--- config.mk ---
export PLATFORM = sky130hd
export DESIGN_NAME = ula_slice_sequencer
export DESIGN_NICKNAME = d
export VERILOG_FILES = /design/src/rtl/ula_slice_sequencer.sv
export SDC_FILE = /design/constraint.sdc
export NUM_CORES = 1
export LEC_CHECK = 0
export CAP_MARGIN = 20
export CELL_PAD_IN_SITES_DETAIL_PLACEMENT = 1
export CELL_PAD_IN_SITES_GLOBAL_PLACEMENT = 1
export CORE_MARGIN = 2
export CORE_UTILIZATION = 32
export CTS_CLUSTER_SIZE = 40
export DETAILED_ROUTE_END_ITERATION = 16
export MAX_ROUTING_LAYER = met4
export PLACE_DENSITY = 0.72
export SLEW_MARGIN = 20
export SYNTH_ARGS = -nofsm -noshare
export SYNTH_HDL_FRONTEND = slang
export SYNTH_SLANG_ARGS = --single-unit
--- constraint.sdc ---
create_clock -name clk -period 2.3 [get_ports clk]
set_input_delay 0.23 -clock clk [delete_from_list [all_inputs] [get_ports clk]]
set_output_delay 0.23 -clock clk [all_outputs]
set_load 0.05 [all_outputs]
--- src/rtl/ula_slice_sequencer.sv ---
// Time-multiplexes one external 4-bit ULA slice over an NSLICES*WIDTH-bit word, LSB nibble first.
// Slice carry-out is registered and fed back as the next slice's Cn.
module ula_slice_sequencer #(
    parameter int unsigned WIDTH   = 4,
    parameter int unsigned NSLICES = 4
) (
    input  logic                       clk,
    input  logic                       rst_n,
    input  logic                       req_valid,
    output logic                       req_ready,
    input  logic [NSLICES*WIDTH-1:0]   req_a,
    input  logic [NSLICES*WIDTH-1:0]   req_b,
    input  logic                       req_m,
    input  logic [3:0]                 req_s,
    input  logic                       req_cin,
    output logic                       res_valid,
    input  logic                       res_ready,
    output logic [NSLICES*WIDTH-1:0]   res_data,
    output logic                       res_cout,
    output logic                       res_aeqb,
    output logic                       res_zero,
    output logic [WIDTH-1:0]           alu_a,
    output logic [WIDTH-1:0]           alu_b,
    output logic                       alu_m,
    output logic [3:0]                 alu_s,
    output logic                       alu_cn,
    input  logic [WIDTH-1:0]           alu_f,
    input  logic                       alu_cn4,
    input  logic                       alu_aeqb
);

    localparam int unsigned W    = NSLICES * WIDTH;
    localparam int unsigned IDXW = (NSLICES > 1) ? $clog2(NSLICES) : 1;
    localparam logic [IDXW-1:0] LastIdx = IDXW'(NSLICES - 1);

    typedef enum logic [1:0] {StIdle, StRun, StDone} state_t;

    state_t            r_state, w_state_next;
    logic [W-1:0]      r_a, r_b, r_data, w_data_next;
    logic              r_m, r_cin, r_carry, r_aeq, r_zero;
    logic [3:0]        r_s;
    logic [IDXW-1:0]   r_idx;
    logic              w_accept, w_step, w_last;

    always_ff @(posedge clk or negedge rst_n) begin
        if (!rst_n) begin
            r_state <= StIdle;
        end else begin
            r_state <= w_state_next;
        end
    end

    always_comb begin
        w_state_next = r_state;
        req_ready    = 1'b0;
        res_valid    = 1'b0;
        w_accept     = 1'b0;
        w_step       = 1'b0;
        w_last       = 1'b0;
        case (r_state)
            StIdle: begin
                req_ready = 1'b1;
                if (req_valid) begin
                    w_accept     = 1'b1;
                    w_state_next = StRun;
                end
            end
            StRun: begin
                w_step = 1'b1;
                if (r_idx == LastIdx) begin
                    w_last       = 1'b1;
                    w_state_next = StDone;
                end
            end
            StDone: begin
                res_valid = 1'b1;
                if (res_ready) begin
                    w_state_next = StIdle;
                end
            end
            default: w_state_next = StIdle;
        endcase
    end

    // ULA inputs come only from registers so there is no loop through the external slice.
    always_comb begin
        alu_a  = '0;
        alu_b  = '0;
        alu_m  = 1'b0;
        alu_s  = 4'b0000;
        alu_cn = 1'b0;
        if (r_state == StRun) begin
            alu_a  = r_a[r_idx*WIDTH +: WIDTH];
            alu_b  = r_b[r_idx*WIDTH +: WIDTH];
            alu_m  = r_m;
            alu_s  = r_s;
            alu_cn = (r_idx == '0) ? r_cin : r_carry;
        end
    end

    always_comb begin
        w_data_next = r_data;
        if (w_step) begin
            w_data_next[r_idx*WIDTH +: WIDTH] = alu_f;
        end
    end

    always_ff @(posedge clk or negedge rst_n) begin
        if (!rst_n) begin
            r_a     <= '0;
            r_b     <= '0;
            r_m     <= 1'b0;
            r_s     <= 4'b0000;
            r_cin   <= 1'b0;
            r_idx   <= '0;
            r_data  <= '0;
            r_carry <= 1'b0;
            r_aeq   <= 1'b0;
            r_zero  <= 1'b0;
        end else begin
            if (w_accept) begin
                r_a   <= req_a;
                r_b   <= req_b;
                r_m   <= req_m;
                r_s   <= req_s;
                r_cin <= req_cin;
                r_idx <= '0;
                r_aeq <= 1'b1;
            end
            if (w_step) begin
                r_data  <= w_data_next;
                r_carry <= alu_cn4;
                r_aeq   <= r_aeq & alu_aeqb;
                r_idx   <= w_last ? '0 : r_idx + 1'b1;
                if (w_last) begin
                    r_zero <= (w_data_next == '0);
                end
            end
        end
    end

    assign res_data = r_data;
    assign res_cout = r_carry;
    assign res_aeqb = r_aeq;
    assign res_zero = r_zero;

endmodule

==> results.md <==
* Max Root-Sink Buffers at 2
* DRT iter0 DRCs at 87
* Status: complete, no violations
* Routed WL at 7.95 mm
* Arrival @ worst endpoint at 1.89 ns
* Asr flop ratio synth at 100%
* Setup TNS at 0 ns
* Tcrit/Tclk final at 92.1%
* Minimum clock period at 2.12 ns
* CP required at 2.07 ns
* Mux share of post-synthesis cell area at 7.17%
* Cells after Synth at 288
* Top-area cell type share of the netlist area at 53.3%
* Max FO, Critical Path at 7
* Relative slew slack at 64.2%
* Post-layout power at 6.95 mW
* Main area contributors after synthesis: dfrtp_1 (53%), nand2_1 (16%), mux4_2 (6.3%)
* Drt wl/cell at 16.1 um
* CP Class: reg -> out
* Clock root buffer: clkbuf_8
* DR vias/cell at 4.90
* Hold WC Path Type: in -> reg
* Core area at 8680 um2
* Final Instance Area at 4210 um2
* CTS tree: done
* Leak pwr at 1.98 nW
* Final HPWL from detailed placement at 6.02 mm
* Crit. End Element: primary output
* Port bufs at 82
* Post-synth top flop: dfrtp_1
* Worst R2R Path Depth at 7
* DIE AREA at 9720 um2
* Vias at 2414
* Max Freq at 472 MHz
* Overall Global Routing Usage at 17.9%
* Vias in the first global route at 2712
* Fin. max-slew vios at 0
* Final ANT Viol Nets at 0
* GRT overflow at 0
* CTS sink cnt at 61
* Row cnt at 34
* Most common cell in the synthesized netlist: nand2_1
* Max Cap Violations at 0
* Initial antenna violation count at 0
* Compound-Gate Fraction of Synth Area at 9.22%
* First-pass GRT wire length at 13.3 mm
* Largest net degree at the start of global routing at 34
* Die height at 98.6 um
* Die Width at 98.6 um
* Largest family of logic cells by synthesized area: simple AND/OR/NAND/NOR gates
* Commonest cells in the netlist: nand2_1 (123), dfrtp_1 (61), a22o_1 (15), and2_1 (14), clkbuf_1 (9)
* Synth warnings at 0
* Clock latency on the worst-skew pair at 0.34 ns
* First-pass DRT Iterations at 4
* Number of inserted diodes at 0
* I/O pin total at 83
* Initial core utilization at 33.0%
* RSZ-0062 raised after global routing: no
* Distinct cells, synth at 35
* Placed Instance Area at 4000 um2
* Synth Area in Adders at 2.62%
* Simple-gate portion of the synthesized area at 24.9%
* FF+latch count, synth at 61
* Syn avg cell area at 9.94 um2
* Final hold vios at 0
* Area grow syn2layout at 47.0%
* Pwr dens at 1650 nW/um2
* Largest area contributor in the netlist: dfrtp_1
* Share of post-route cells with drive strength above 1 at 15.3%
* Hold Crit Depth at 3
* Cell Area, Synth at 2860 um2
* CP Launch Type: flip-flop
* Post-route DRC at 0
* Worst slew pin tran at 0.535 ns
* Clk pin slew, worst setup/hold paths at 0.08 ns
* Worst vdd ir at 817 uV
* Mapped Nets at 342
* CTS buffer count at 9
* Layout net count at 434
* Seq/Total Area, Yosys at 53.3%
* Htree depth at 3
* Clk_skew at 0.0107 ns
* Filler Cell Count at 979
* Count of final setup violators at 0
* Gpl congestion at 0.799
* Synth Area in XOR/XNOR at 0%
* Number of synthesized flops with an enable pin at 0
-- worst paths after layout --
check                           start   endpoint  slack [ns]
max                        r_state[0]  req_ready        0.18
min                         req_a[14]    r_a[14]        0.42
max reg2reg                  r_idx[1]   res_zero        0.20
min reg2reg                    r_s[3]     r_s[3]        0.47
max in group asynchronous       rst_n     r_b[5]        1.51
min in group asynchronous       rst_n     r_s[0]        0.45
-- registers in the layout (all words and copies together), names as in the netlist --
register and flops:
r_a 16, r_b 16, res_data 16, r_s 4, r_idx 2, r_state 2, r_cin 1, r_m 1
res_aeqb 1, res_cout 1, res_zero 1
-- worst max-delay path: stages (launching register included) --
cell and delay, ns:
dfrtp_1 0.47, nor2_1 0.21, clkdlybuf4s50_1 0.87
-- power breakdown --
group          internal, mW  switching (mW)  leakage (nW)
Combinational          1.74            2.36          1.10
Clock                 0.532           0.426        0.0995
Sequential             1.57           0.329         0.777
-- what timing repair did --
| action | 4_1_cts | 5_1_grt |
|---|---|---|
| hold endpoints to repair | 61 | 0 |
| hold buffers | 1 | 0 |
| buffers inserted | 0 | 0 |
| gates resized for setup | 0 | 0 |
-- layer usage --
layer | wire, um | global-route usage, % | share of wire [%] | vias to the layer above
li1 | - | - | - | 1143
met1 | 3360 | 21.0 | 42 | 1198
met2 | 4220 | 30.9 | 53 | 69
met3 | 344 | 4.26 | 4.3 | 4
met4 | 24 | 4.74 | 0.30 | 0
met5 | 0 | - | 0 | -
-- area by class of cell --
cell class | instances | area, um2 | share of cell area [%]
inverters | 4 | 15.0 | 0.357
repair buffers | 96 | 1060 | 25.3
well taps | 108 | 135 | 3.21
flip-flops and latches | 61 | 1530 | 36.3
multi-input cells | 208 | 1270 | 30.1
clock inverters | 5 | 60.1 | 1.43
clock buffers | 11 | 141 | 3.36
-- placed cells by master, fill, tap and decap left out, types with 2 or more instances in the layout --
cell	count
clkdlybuf4s50_1	67
nand3_1	2
and2_1	14
nand3b_1	2
dfrtp_1	61
a22o_1	15
clkbuf_8	10
nand2b_1	2
clkinv_4	2
buf_4	13
nand4_1	2
o21ai_0	6
inv_1	4
mux4_2	8
buf_12	14
ha_1	6
o31ai_1	4
nor2_1	6
nand2_1	123
-- metrics by stage --
stage	std cells	setup slack (ns)	util (%)	hold WS (ns)
3_5_place_dp	476	0.274	46.0	0.271
2_1_floorplan	288	0.0372	-	-0.0656
3_3_place_gp	476	0.373	46.0	0.280
5_1_grt	493	0.0578	48.5	0.410
6_report	493	0.182	48.5	0.416
4_1_cts	493	0.140	48.5	0.406
-- cells by family (layout without fill, tap and decap cells) --
kind of cell    Yosys count  count (layout)
buf+inv                  19             116
mux                      10              10
fa+ha+maj                 6               6
flops                    61              61
compound gates           32              32
simple gates            160             160
No activity file was read; power rests on OpenSTA's default activity.
